### src/rtl/addsub_acc_ctrl.sv
// Accumulator controller for an external 4-bit add/sub stage: accepts one
// command at a time, drives the adder operands, then holds the result and flags until consumed.
module addsub_acc_ctrl (
  input  logic       clk,
  input  logic       rst,
  input  logic       in_valid,
  output logic       in_ready,
  input  logic [1:0] op,
  input  logic [3:0] operand,
  output logic [3:0] rca_a,
  output logic [3:0] rca_b,
  output logic       rca_sub,
  input  logic [3:0] rca_s,
  input  logic       rca_cout,
  input  logic       rca_cfout,
  output logic [3:0] acc,
  output logic       out_valid,
  input  logic       out_ready,
  output logic       flag_z,
  output logic       flag_n,
  output logic       flag_v,
  output logic       flag_c
);

  localparam logic [1:0] OP_ADD   = 2'd0;
  localparam logic [1:0] OP_SUB   = 2'd1;
  localparam logic [1:0] OP_LOAD  = 2'd2;
  localparam logic [1:0] OP_CLEAR = 2'd3;

  typedef enum logic [1:0] {
    S_IDLE = 2'd0,
    S_EXEC = 2'd1,
    S_RESP = 2'd2
  } state_t;

  state_t     r_state;
  state_t     w_state_nxt;
  logic [1:0] r_op;
  logic [3:0] r_operand;
  logic       r_sub;
  logic [3:0] r_acc;
  logic       r_flag_z;
  logic       r_flag_n;
  logic       r_flag_v;
  logic       r_flag_c;
  logic       w_accept;
  logic [3:0] w_b_eff;
  logic       w_ovf;
  logic [3:0] w_acc_nxt;
  logic       w_v_nxt;
  logic       w_c_nxt;

  assign w_accept = in_valid && (r_state == S_IDLE);
  // The adder sees the operand inverted on subtract; overflow is judged on that effective B.
  assign w_b_eff  = r_operand ^ {4{r_sub}};
  assign w_ovf    = (r_acc[3] == w_b_eff[3]) && (rca_s[3] != r_acc[3]);

  // State register
  always_ff @(posedge clk or posedge rst) begin
    if (rst) begin
      r_state <= S_IDLE;
    end else begin
      r_state <= w_state_nxt;
    end
  end

  // Next-state logic
  always_comb begin
    w_state_nxt = r_state;
    case (r_state)
      S_IDLE: begin
        if (w_accept) begin
          w_state_nxt = S_EXEC;
        end else begin
          w_state_nxt = S_IDLE;
        end
      end
      S_EXEC: w_state_nxt = S_RESP;
      S_RESP: begin
        if (out_ready) begin
          w_state_nxt = S_IDLE;
        end else begin
          w_state_nxt = S_RESP;
        end
      end
      default: w_state_nxt = S_IDLE;
    endcase
  end

  // Output decode
  always_comb begin
    in_ready  = (r_state == S_IDLE);
    out_valid = (r_state == S_RESP);
    rca_a     = r_acc;
    rca_b     = r_operand;
    rca_sub   = r_sub;
    acc       = r_acc;
    flag_z    = r_flag_z;
    flag_n    = r_flag_n;
    flag_v    = r_flag_v;
    flag_c    = r_flag_c;
  end

  // Command capture; operand registers double as the held rca_b/rca_sub drive
  always_ff @(posedge clk or posedge rst) begin
    if (rst) begin
      r_op      <= OP_ADD;
      r_operand <= 4'd0;
      r_sub     <= 1'b0;
    end else if (w_accept) begin
      r_op      <= op;
      r_operand <= operand;
      r_sub     <= (op == OP_SUB);
    end else begin
      r_op      <= r_op;
      r_operand <= r_operand;
      r_sub     <= r_sub;
    end
  end

  // Result selection per command
  always_comb begin
    w_acc_nxt = r_acc;
    w_v_nxt   = 1'b0;
    w_c_nxt   = 1'b0;
    case (r_op)
      OP_ADD: begin
        w_acc_nxt = rca_s;
        w_v_nxt   = w_ovf;
        w_c_nxt   = rca_cfout;
      end
      OP_SUB: begin
        w_acc_nxt = rca_s;
        w_v_nxt   = w_ovf;
        w_c_nxt   = ~rca_cout;
      end
      OP_LOAD:  w_acc_nxt = r_operand;
      OP_CLEAR: w_acc_nxt = 4'd0;
      default:  w_acc_nxt = 4'd0;
    endcase
  end

  // Accumulator and flags commit on the edge leaving EXEC
  always_ff @(posedge clk or posedge rst) begin
    if (rst) begin
      r_acc    <= 4'd0;
      r_flag_z <= 1'b1;
      r_flag_n <= 1'b0;
      r_flag_v <= 1'b0;
      r_flag_c <= 1'b0;
    end else if (r_state == S_EXEC) begin
      r_acc    <= w_acc_nxt;
      r_flag_z <= (w_acc_nxt == 4'd0);
      r_flag_n <= w_acc_nxt[3];
      r_flag_v <= w_v_nxt;
      r_flag_c <= w_c_nxt;
    end else begin
      r_acc    <= r_acc;
      r_flag_z <= r_flag_z;
      r_flag_n <= r_flag_n;
      r_flag_v <= r_flag_v;
      r_flag_c <= r_flag_c;
    end
  end

endmodule

### config.mk
export PLATFORM = sky130hd
export DESIGN_NAME = addsub_acc_ctrl
export DESIGN_NICKNAME = d
export VERILOG_FILES = /design/src/rtl/addsub_acc_ctrl.sv
export SDC_FILE = /design/constraint.sdc
export NUM_CORES = 1
export LEC_CHECK = 0
export ABC_AREA = 1
export BUFFER_PORTS_ARGS = -buffer_cell sky130_fd_sc_hd__buf_2
export CAP_MARGIN = 5
export CORE_MARGIN = 2
export CORE_UTILIZATION = 44
export CTS_CLUSTER_DIAMETER = 60
export DETAILED_ROUTE_END_ITERATION = 8
export GPL_TIMING_DRIVEN = 0
export PLACE_DENSITY = 0.84
export SETUP_SLACK_MARGIN = 0.05
export SLEW_MARGIN = 20
export SYNTH_ARGS = -nofsm -noshare
export SYNTH_HDL_FRONTEND = slang
export SYNTH_SLANG_ARGS = --single-unit
### constraint.sdc
create_clock -name clk -period 1.21 [get_ports clk]
set_input_delay 0.3025 -clock clk [delete_from_list [all_inputs] [get_ports clk]]
set_output_delay 0.3025 -clock clk [all_outputs]
set_load 0.02 [all_outputs]
==> impl_metrics.csv <==
group,metric,value,unit
finish,antenna_cells,0,
yosys,yosysMostFrequentCell,"nand2_1",
finish,utilization,0.750,
finish,ff_latch_area,405,sq um
clock_network,holdBufCountCts,0,
yosys,ys_async_sr_fraction,1.00,
route,vias_per_cell,5.16,
global_route,track_usage,0.205,
finish,multi_input_area,318,sq um
route,totalWireLength,2340,um
finish,nFillCells,102,
route,drt_first_pass_iters,4,
worst_setup_path,crit_path_top_delay_cell,"dfrtp_2",
worst_setup_path,cp_max_fo,3,
sta,finalHoldViolations,0,
pwr,finalPower,3840,uW
clock_network,insertion_delay,0.29,ns
worst_setup_path,max_stage_delay,0.46,ns
global_route,grt_pass1_vias,744,
yosys,synth_cells,93,
floorplanning,die_w,45.9,um
yosys,avgSynthCellArea,8.29,sq um
yosys,syn_area,771,sq um
global_route,antenna_found_initial,0,
status,violations,"setup timing",
yosys,ys_seq_elements,16,
yosys,ys_top_cells_by_area,"dfrtp_1 49%, nand2_1 18%, buf_4 4.9%",
clock_network,clock-sinks,16,
sta,setup_ws,-0.104,ns
yosys,ys.warnings.count,0,
floorplanning,start_util,0.456,
route,drcViolationCount,0,
global_route,gr-total-overflow,0,
worst_setup_path,startpoint_type,"flop",
sta,tightest_slew,0.589,ns
finish,num-nets-final,162,
yosys,ys.flop_type,"dfrtp_1",
route,highest-signal-layer,"met4",
pwr,vdd_drop_max,1.55,mV
route,drtAntennaViolNets,0,
clock_network,clk_path_buf_depth,2,
floorplanning,io_pins,35,
placed_design,hpwlAfterDp,1240,um
route,wl_met1,851,um
route,num_vias,836,
clock_network,cts_buffers,3,
floorplanning,fp.coreArea,1690,sq um
pwr,p_leak,0.000686,uW
yosys,synth_top_area_cell,"dfrtp_1",
sta,slew_viol_final,0,
route,drt_iter0_markers,37,
clock_network,root_buffer,"clkbuf_4",
yosys,synth_edf_count,0,
yosys,ys_types,20,
sta,rsz0062_at_grt,"yes",
yosys,synth_top_cell_area_share,0.487,
floorplanning,placementRows,15,
sta,hold_ws,0.0584,ns
floorplanning,die_area,2100,sq um
finish,syn_to_final_growth,64.4,%
global_route,grt_pass1_wl,3020,um
placed_design,place_congestion,0.799,
worst_setup_path,arrival,1.01,ns
sta,period_needed,1.31,ns
finish,drive_gt1_frac,0.510,
worst_setup_path,crit_chain,"inv_2 > nor2_4 > buf_6",
clock_network,ctsHtreeMaxLevel,1,
sta,maxSlewHeadroom,0.607,
min_path,hp-class,"input port to async pin",
clock_network,cts.clk_slew.worst_paths,0.10,ns
status,status,"finished with violations",
pwr,power.density,3030,nW/um^2
yosys,yosysSeqAreaShare,0.521,
yosys,syn_nets,109,
yosys,synth_common_cells,"36 x nand2_1, 15 x dfrtp_1, 7 x inv_1, 6 x nand3_1, 6 x nor2_1",
worst_setup_path,endpoint_kind,"output port",
worst_setup_path,crit_family,"flip-flops",
run,drv_cap,0,
sta,post-route-period-util,1.09,
clock_network,cts_tree,"yes",
worst_setup_path,worstPathRequired,0.91,ns
route,wl_met3,163,um
global_route,grt_max_degree,17,
worst_setup_path,critPathKind,"flop to output port",
sta,clock.fmax,0.761,GHz
sta,clock_skew,0.00461,ns
worst_setup_path,critPathBufInv,2,
route,route.met2.wl,1280,um
placed_design,io_buffer_count,34,
placed_design,place_ws,0.121,ns
sta,setup_viol,9,
sta,setup_tns,-0.621,ns
floorplanning,dieHeight,45.9,um
route,post_drt_wl_per_cell,14.4,um
-- worst reg2reg max path, delay by kind of cell, from the launching register on --
kind | cells | cell delay, ns
flip-flops | 1 | 0.45
AND/OR/NAND/NOR | 5 | 0.57
buffers and inverters | 2 | 0.17
-- worst paths after layout --
check / from / to / slack (ns) / cells past startpoint
hold / removal: rst / flag_v / 0.06 / 2
min in group clk: op[1] / rca_sub / 0.20 / 2
setup reg to reg: r_state[0] / flag_z / -0.05 / 7
hold reg to reg: flag_c / flag_c / 0.51 / 2
setup / recovery: r_state[1] / out_valid / -0.10 / 3
max in group asynchronous: rst / r_state[0] / 0.73 / 2
-- area by class of cell --
| class | count | share of cell area |
|---|---|---|
| sequential | 16 | 0.320 |
| inverter | 9 | 0.0306 |
| buffer | 5 | 0.0444 |
| clock buffer | 4 | 0.0286 |
| multi-input combinational | 63 | 0.251 |
| tap | 17 | 0.0168 |
| timing repair inverter | 1 | 0.00395 |
| timing repair buffer | 47 | 0.305 |
-- per-stage QoR --
step           instances  cell area (sq um)
4_1_cts              155               1160
3_5_place_dp         144                962
5_1_grt              162               1270
3_3_place_gp         144                962
6_report             162               1270
2_1_floorplan         93                771
-- logic make-up (layout without fill, tap and decap cells) --
logic type,after synthesis,in the layout,share of synthesized area
AND/OR/NAND/NOR,54,54,0.310
flip-flops,16,16,0.521
AO/OA/AOI/OAI,9,9,0.0731
buffers and inverters,14,66,0.0958
-- layout by cell type (no fill, tap or decap), drive strengths merged --
cell type,instances
a31oi,2
buf,52
clkbuf,4
clkinv,2
dfrtp,15
dfstp,1
inv,8
nand2,38
nand3,7
nor2,8
o211ai,1
o21a,1
o21ai,5
or2,1
-- flip-flops by register name (all words and copies together) (netlist names) --
register and count:
rca_sub 1, flag_z 1, r_state 2, flag_c 1, flag_v 1, r_op 2, rca_b 4, acc 4
-- per-layer routing --
metal	global-route usage	up-vias
li1	-	392
met1	0.219	384
met2	0.372	52
met3	0.0437	8
met4	0.103	0
met5	0	-
-- power by group --
| group | internal, uW | leakage (uW) | switching (uW) |
|---|---|---|---|
| logic | 1210 | 0.000474 | 1160 |
| clock network | 183 | 0.0000210 | 176 |
| registers | 801 | 0.000191 | 309 |
-- what timing repair did --
action,4_1_cts,5_1_grt
endpoints found under the setup margin,15,25
setup buffers,7,6
pin swaps,2,2
cloned,0,1
gates resized for setup,34,20
No activity file was read; power rests on OpenSTA's default activity.
